`src/rtl/hdmi_packet_assembler_if.sv`:
```
// Connects the packet picker to the data-island packet assembler. The picker
// holds the header and subpackets for a whole packet and steps on the returned
// pixel counter.
interface hdmi_packet_assembler_if;
    logic             data_island_period;
    logic [23:0]      header;
    logic [3:0][55:0] sub;
    logic [4:0]       packet_pixel_counter;
    logic [8:0]       packet_data;
    logic             packet_data_valid;

    modport master (
        output data_island_period,
        output header,
        output sub,
        input  packet_pixel_counter,
        input  packet_data,
        input  packet_data_valid
    );

    modport slave (
        input  data_island_period,
        input  header,
        input  sub,
        output packet_pixel_counter,
        output packet_data,
        output packet_data_valid
    );
endinterface

```
`src/rtl/hdmi_packet_assembler.sv`:
```
// Serialises one HDMI data-island packet over 32 pixel clocks and appends BCH
// parity (G(x) = 1 + x^6 + x^7 + x^8) to the header and to each subpacket.
module hdmi_packet_assembler (
    input logic                    clk_pixel,
    input logic                    reset_n,
    hdmi_packet_assembler_if.slave bus
);

    function automatic logic [7:0] bch_step(input logic [7:0] e, input logic b);
        return (e >> 1) ^ (((e[0] ^ b) == 1'b1) ? 8'h83 : 8'h00);
    endfunction

    logic [4:0]       pixel_cnt;
    logic [7:0]       hdr_ecc;
    logic [7:0]       hdr_ecc_next;
    logic [3:0][7:0]  sub_ecc;
    logic [3:0][7:0]  sub_ecc_next;
    logic [31:0]      hdr_block;
    logic [3:0][63:0] sub_block;
    logic [5:0]       even_idx;
    logic [5:0]       odd_idx;
    logic [8:0]       pixel_bits;
    logic [8:0]       data_q;
    logic             valid_q;

    assign even_idx = {pixel_cnt, 1'b0};
    assign odd_idx  = {pixel_cnt, 1'b1};

    // The ECC sits in the top bits of each block; once the data bits run out the
    // registers hold, so the same index selects data early and parity late.
    always_comb begin
        hdr_block    = {hdr_ecc, bus.header};
        hdr_ecc_next = hdr_ecc;
        sub_ecc_next = sub_ecc;
        pixel_bits   = '0;

        if (pixel_cnt <= 5'd23) begin
            hdr_ecc_next = bch_step(hdr_ecc, hdr_block[pixel_cnt]);
        end
        pixel_bits[0] = hdr_block[pixel_cnt];

        for (int unsigned i = 0; i < 4; i++) begin
            sub_block[i] = {sub_ecc[i], bus.sub[i]};
            if (pixel_cnt <= 5'd27) begin
                sub_ecc_next[i] = bch_step(bch_step(sub_ecc[i], sub_block[i][even_idx]),
                                           sub_block[i][odd_idx]);
            end
            pixel_bits[1 + i] = sub_block[i][even_idx];
            pixel_bits[5 + i] = sub_block[i][odd_idx];
        end
    end

    always_ff @(posedge clk_pixel or negedge reset_n) begin
        if (!reset_n) begin
            pixel_cnt <= '0;
            hdr_ecc   <= '0;
            sub_ecc   <= '0;
            data_q    <= '0;
            valid_q   <= 1'b0;
        end else if (!bus.data_island_period) begin
            pixel_cnt <= '0;
            hdr_ecc   <= '0;
            sub_ecc   <= '0;
            data_q    <= '0;
            valid_q   <= 1'b0;
        end else begin
            pixel_cnt <= pixel_cnt + 5'd1;
            data_q    <= pixel_bits;
            valid_q   <= 1'b1;
            if (pixel_cnt == 5'd31) begin
                hdr_ecc <= '0;
                sub_ecc <= '0;
            end else begin
                hdr_ecc <= hdr_ecc_next;
                sub_ecc <= sub_ecc_next;
            end
        end
    end

    assign bus.packet_pixel_counter = pixel_cnt;
    assign bus.packet_data          = data_q;
    assign bus.packet_data_valid    = valid_q;

endmodule
```
`src/flat_wrapper.sv`:
```
// flat-port wrapper written by rule: the top's interface ports become plain ports
module hdmi_packet_assembler_flat 
  (clk_pixel, reset_n, bus_data_island_period, bus_header, bus_sub, bus_packet_pixel_counter, bus_packet_data, bus_packet_data_valid);
  hdmi_packet_assembler_if bus_i ();
  input logic clk_pixel;
  input logic reset_n;
  input wire logic [$bits(bus_i.data_island_period)-1:0] bus_data_island_period;
  input wire logic [$bits(bus_i.header)-1:0] bus_header;
  input wire logic [$bits(bus_i.sub)-1:0] bus_sub;
  output wire logic [$bits(bus_i.packet_pixel_counter)-1:0] bus_packet_pixel_counter;
  output wire logic [$bits(bus_i.packet_data)-1:0] bus_packet_data;
  output wire logic [$bits(bus_i.packet_data_valid)-1:0] bus_packet_data_valid;
  assign bus_i.data_island_period = bus_data_island_period;
  assign bus_i.header = bus_header;
  assign bus_i.sub = bus_sub;
  assign bus_packet_pixel_counter = bus_i.packet_pixel_counter;
  assign bus_packet_data = bus_i.packet_data;
  assign bus_packet_data_valid = bus_i.packet_data_valid;
  hdmi_packet_assembler u_core (.clk_pixel(clk_pixel), .reset_n(reset_n), .bus(bus_i));
endmodule
```
`config.mk`:
```
export PLATFORM = sky130hd
export DESIGN_NAME = hdmi_packet_assembler_flat
export DESIGN_NICKNAME = d
export VERILOG_FILES = /design/src/rtl/hdmi_packet_assembler_if.sv /design/src/rtl/hdmi_packet_assembler.sv /design/src/flat_wrapper.sv
export SDC_FILE = /design/constraint.sdc
export NUM_CORES = 1
export LEC_CHECK = 0
export ABC_AREA = 1
export BUFFER_PORTS_ARGS = -buffer_cell sky130_fd_sc_hd__buf_2
export CORE_MARGIN = 2
export CORE_UTILIZATION = 44
export DETAILED_ROUTE_END_ITERATION = 12
export PLACE_DENSITY = 0.79
export SYNTH_ARGS = -nofsm -noshare
export SYNTH_HDL_FRONTEND = slang
export SYNTH_SLANG_ARGS = --single-unit
```
`constraint.sdc`:
```
create_clock -name clk_pixel -period 2.1 [get_ports clk_pixel]
set_input_delay 0.105 -clock clk_pixel [delete_from_list [all_inputs] [get_ports clk_pixel]]
set_output_delay 0.105 -clock clk_pixel [all_outputs]
set_load 0.01 [all_outputs]
```
# Word level (Yosys, flattened, before mapping)
# Index checks and enable logic that the tools add are counted.
word_totals:
  regBits: 55
  input_bits: 251
  output_inout_bits: 15
  word_cells: 74
classes:
  add_sub_neg: 1
  magnitude_cmp: 5
  eq_ne: 3
  muxes: 39
  bitwise_logic: 18
ops:
  columns: ["operator", "n"]
  rows:
  - ["8-bit 2-to-1 mux", 16]
  - ["7-bit by 8-bit bitwise XOR with 8-bit output", 9]
  - ["32-bit 2-to-1 mux", 2]
  - ["1-bit binary-select mux with 5-bit select", 9]
  - ["6-bit by 7-bit less-than comparator with 1-bit output, second input constant", 2]
  - ["5-bit <= comparator, second input constant", 2]
  - ["1-bit 2-to-1 mux", 10]
  - ["9-bit 2-to-1 mux", 1]
  - ["1-bit bitwise XOR", 9]
  - ["5-bit by 6-bit less-than comparator with 1-bit output, second input constant", 1]
  - ["3-bit by 1-bit != test with 1-bit output, second input constant", 2]
  - ["5-bit by 1-bit adder with 5-bit output, second input constant", 1]
  - ["5-bit == test, second input constant", 1]
  - ["5-bit 2-to-1 mux", 1]

# Depth between registers and ports, before layout
logic_depth:
  word_depth: 11
  mapped_depth: 17
  ltp_nobuf: 16

# Worst setup path after synthesis
# No wires, ideal clock.
synth_timing:
  path_kind: "reg-to-reg"
  from: "reg u_core.pixel_cnt[2], in the netlist u_core.bus.packet_pixel_counter[2]"
  to: "reg u_core.sub_ecc, in the netlist u_core.sub_block[191]"
  setup_ps: 83
  arrival_ps: 2083
  required_ps: 2017
  setup_slack_ps: -66
  path_stages_with_launch: 15
  n_path_buf: 3
  period_less_slack_ps: 2166
  path_cell_list: "dfrtp_1 buf_2 buf_2 nand2_1 nor2_1 ha_1 nor2_1 inv_1 nor2_1 nand2_1 inv_1 nor2_2 inv_2 buf_2 o22ai_1"
synth_via:
  elab_chain_cells: 11
  word_cells_on_any_way: 16
  cone_classes: "1 x order compare; 2 x eq/ne; 9 x mux; 4 x bitwise"
synth_lines:
  columns: ["element", "line_no", "source"]
  rows:
  - ["from (decl)", "hdmi_packet_assembler.sv:13", "logic [4:0] pixel_cnt;"]
  - ["from (signal assigned)", "hdmi_packet_assembler.sv:67", "pixel_cnt <= pixel_cnt + 5'd1;"]
  - ["1-bit binary-select mux with 5-bit select", "hdmi_packet_assembler.sv:45", "sub_ecc_next[i] = bch_step(bch_step(sub_ecc[i], sub_block[i][even_idx]),"]
  - ["1-bit 2-to-1 mux (implied by the code)", "hdmi_packet_assembler.sv:45", null]
  - ["1-bit bitwise XOR", "hdmi_packet_assembler.sv:10", "return (e >> 1) ^ (((e[0] ^ b) == 1'b1) ? 8'h83 : 8'h00);"]
  - ["8-bit 2-to-1 mux", "hdmi_packet_assembler.sv:10", null]
  - ["7-bit by 8-bit bitwise XOR with 8-bit output", "hdmi_packet_assembler.sv:10", null]
  - ["1-bit bitwise XOR", "hdmi_packet_assembler.sv:10", null]
  - ["8-bit 2-to-1 mux", "hdmi_packet_assembler.sv:10", null]
  - ["7-bit by 8-bit bitwise XOR with 8-bit output", "hdmi_packet_assembler.sv:10", null]
  - ["8-bit 2-to-1 mux", "hdmi_packet_assembler.sv:44", "if (pixel_cnt <= 5'd27) begin"]
  - ["32-bit 2-to-1 mux", "hdmi_packet_assembler.sv:70", "if (pixel_cnt == 5'd31) begin"]
  - ["32-bit 2-to-1 mux", "hdmi_packet_assembler.sv:60", "end else if (!bus.data_island_period) begin"]
  - ["to (signal assigned)", "hdmi_packet_assembler.sv:75", "sub_ecc <= sub_ecc_next;"]
  - ["to (decl)", "hdmi_packet_assembler.sv:16", "logic [3:0][7:0] sub_ecc;"]
# Several ways; a longest one is shown, not always the timed one. The select of a mux whose other input is x is not followed.
# A chain may end at the register's enable or synchronous reset.

# Worst setup path in the final report
layout_timing:
  from: "reg u_core.pixel_cnt[0], in the netlist u_core.bus.packet_pixel_counter[0]"
  to: "reg u_core.sub_ecc, in the netlist u_core.sub_block[121]"
# The elaborated chain is that of the path after synthesis.

==> metrics.cfg <==
[route]
dr.pass1.iters=6
drt_iter0_drc=709
wl_mm=23.7
postRouteAntennaNets=0
wl_per_cell_um=15.4
avgViaCountPerCell=5.33
vias=8225
drc=0

[run]
cap_violations=0

[logic_synthesis]
yosysWarnings=0
yosysUniqueCellTypes=20
syn-num-nets=1328
yosysSeqAreaShare_pct=24.1
syn_area_per_cell_um2=5.31
ys_seq_elements=55
netlist_area_um2=5710
synthCells=1075

[floorplan]
coreArea_um2=12700
initial_core_util_pct=45.1
ios=266
die_h_um=118
dieArea_um2=13900
fp.dieW_um=118
num_rows=41

[final_layout]
final_cells=1543
final_nets=1622
fillCellCount=1161
final_common_cell=nand2_1
final_cell_mix=nand2_1 (355), buf_2 (265), nand3_1 (168)
drive_above_1_share_pct=37.2
syn2layout_area_growth_pct=52.2

[grt]
grt_pass1_vias=7300
antenna_found_initial=1
grt_overflow_total=0
grt_first_pass_wirelength_mm=34.5
grt_max_degree=45
grt_use_total_pct=30.1

[place]
io_buffers=265
routabilityCongestion=0.970
placed_cells=1508
hpwl_mm=16.3
pre_cts_slack_ns=-0.0612

[critical_path]
reg2reg_depth=17
cp_data_arrival_time_ns=2.38
crit_chain=buf_12, clkinv_8, buf_12, clkbuf_16, nand2_1, nand3_1, nand3_2, nand3_2, nand2_1, inv_2, nand2_2, nand2_1, nand2_2, nand2_2, nand3_2, nand3_1, nand2_1
rr_endpoint=u_core.sub_block[121]
r2r_slack_ns=-0.09
cpPeakStageDelay_ns=0.50
end_kind=flop
critPathLaunchType=flop
r2r-start=u_core.bus.packet_pixel_counter[0]
critical_path.slowest_cell=dfrtp_4
critPathKind=reg2reg
cp.required_ns=2.29
path_common_cell=nand2_1
crit_fanout=7

[pwr]
power_density_nw_per_um2=516
peakVddDrop_uv=423
power_leakage_nw=5.03
power.total_mw=4.49

[timing]
fmaxAchievable_mhz=457
tightest_slew_ns=0.433
slew_violations=0
finalCriticalPeriod_ns=2.19
finalCritPeriodShare_pct=104
whs_ns=0.00414
skew_ns=0.00598
slew_headroom_pct=71.0
finalSetupViolCount=7
hold_viol=0
rsz0062_at_grt=true
setup_slack_ns=-0.0893

[run_status]
status=finished, violations left
violations=negative setup slack

[cts]
clock_sinks=55
h-tree-depth=2
cts-root-buf=clkbuf_16
numCtsBuffers=5
clock_latency_ns=0.29
cts_buffer_depth=2
cts_tree=built
clk_pin_slew_ns=0.08

[hold_path]
hold_start=bus_data_island_period
hold_depth=1
min_to=u_core.bus.packet_data_valid
min_path_type=in2reg

through the flow:
stage | cell area [um2] | utilization [%] | setup TNS [ns]
detailed placement | 7550 | 59.6 | -0.166
finish | 8690 | 68.6 | -0.308
floorplan | 5720 | - | 0
CTS | 7840 | 61.8 | 0
global route | 8690 | 68.6 | -3.88
global placement | 7550 | 59.6 | -0.00519
area by class of cell:
cell class	instances	area [um2]	share of cell area, %
multi-input cells	791	3920	45.0
clock inverters	3	27.5	0.317
repair buffers	349	2380	27.4
clock buffers	5	125	1.44
well taps	172	215	2.48
inverters	167	644	7.41
flip-flops and latches	55	1380	15.9
diodes	1	2.50	0.0288
sequential cells by signal (all words and copies together) (netlist names):
name / cells
u_core.sub_block: 32
u_core.bus.packet_data: 9
u_core.hdr_ecc: 8
u_core.bus.packet_pixel_counter: 5
u_core.bus.packet_data_valid: 1
power by group:
| part | internal, mW | switching [mW] | total [mW] |
|---|---|---|---|
| sequential | 1.21 | 0.0960 | 1.30 |
| clock | 0.454 | 0.424 | 0.878 |
| combinational | 0.978 | 1.33 | 2.31 |
| total | 2.64 | 1.85 | 4.49 |
metal layers:
metal	global-route usage, %	vias up	wire length, um
met3	4.99	75	2360
met2	52.4	526	11300
met1	38.4	3685	9150
li1	-	3939	-
met5	0	-	0
met4	8.51	0	905
synth_stat cells (all sizes together):
master,count,area [um2]
a21oi,13,65.1
buf,42,226
clkbuf,20,75.1
clkinv,1,3.75
dfrtp,55,1380
ha,2,25.0
inv,166,623
nand2,429,1610
nand3,203,1020
nor2,71,269
nor4,1,6.26
o211ai,6,45.0
o21ai,36,180
o22ai,29,181
o31ai,1,7.51
logic make-up (layout without fill, tap and decap cells):
group	count (synthesis)	count (layout)	synth area share, %
flip-flops	55	55	24.1
buffers and inverters	229	524	16.3
adder cells (fa/ha/maj)	2	2	0.438
other	0	1	0
AO/OA/AOI/OAI	85	85	8.39
AND/OR/NAND/NOR	704	704	50.8
worst max-delay path by stage:
stage / start / to / slack (ns) / cells after the start
floorplan: u_core.bus.packet_pixel_counter[2] / u_core.sub_block[191] / 0.01 / 12
finish: u_core.bus.packet_pixel_counter[0] / u_core.sub_block[121] / -0.09 / 17
global placement: u_core.bus.packet_pixel_counter[0] / u_core.sub_block[249] / -0.005 / 18
detailed placement: u_core.bus.packet_pixel_counter[0] / u_core.sub_block[249] / -0.06 / 18
CTS: u_core.bus.packet_pixel_counter[0] / u_core.sub_block[57] / 0.002 / 18
global route: u_core.bus.packet_pixel_counter[0] / u_core.sub_block[57] / -0.17 / 17
what timing repair did:
item | in CTS | in global routing
hold endpoints to repair | 8 | 0
endpoints found under the setup margin | 9 | 41
pin swaps | 1 | 63
cloned | 2 | 9
setup buffers | 2 | 12
gates resized for setup | 16 | 166
hold buffers | 1 | 0
worst max-delay path: cells and delay by family (launching register included):
kind / cells / cell delay (ns)
and+or+nand+nor: 12 / 0.95
buffers and inverters: 5 / 0.63
DFF: 1 / 0.50
Power figures use the tool's default switching activity.
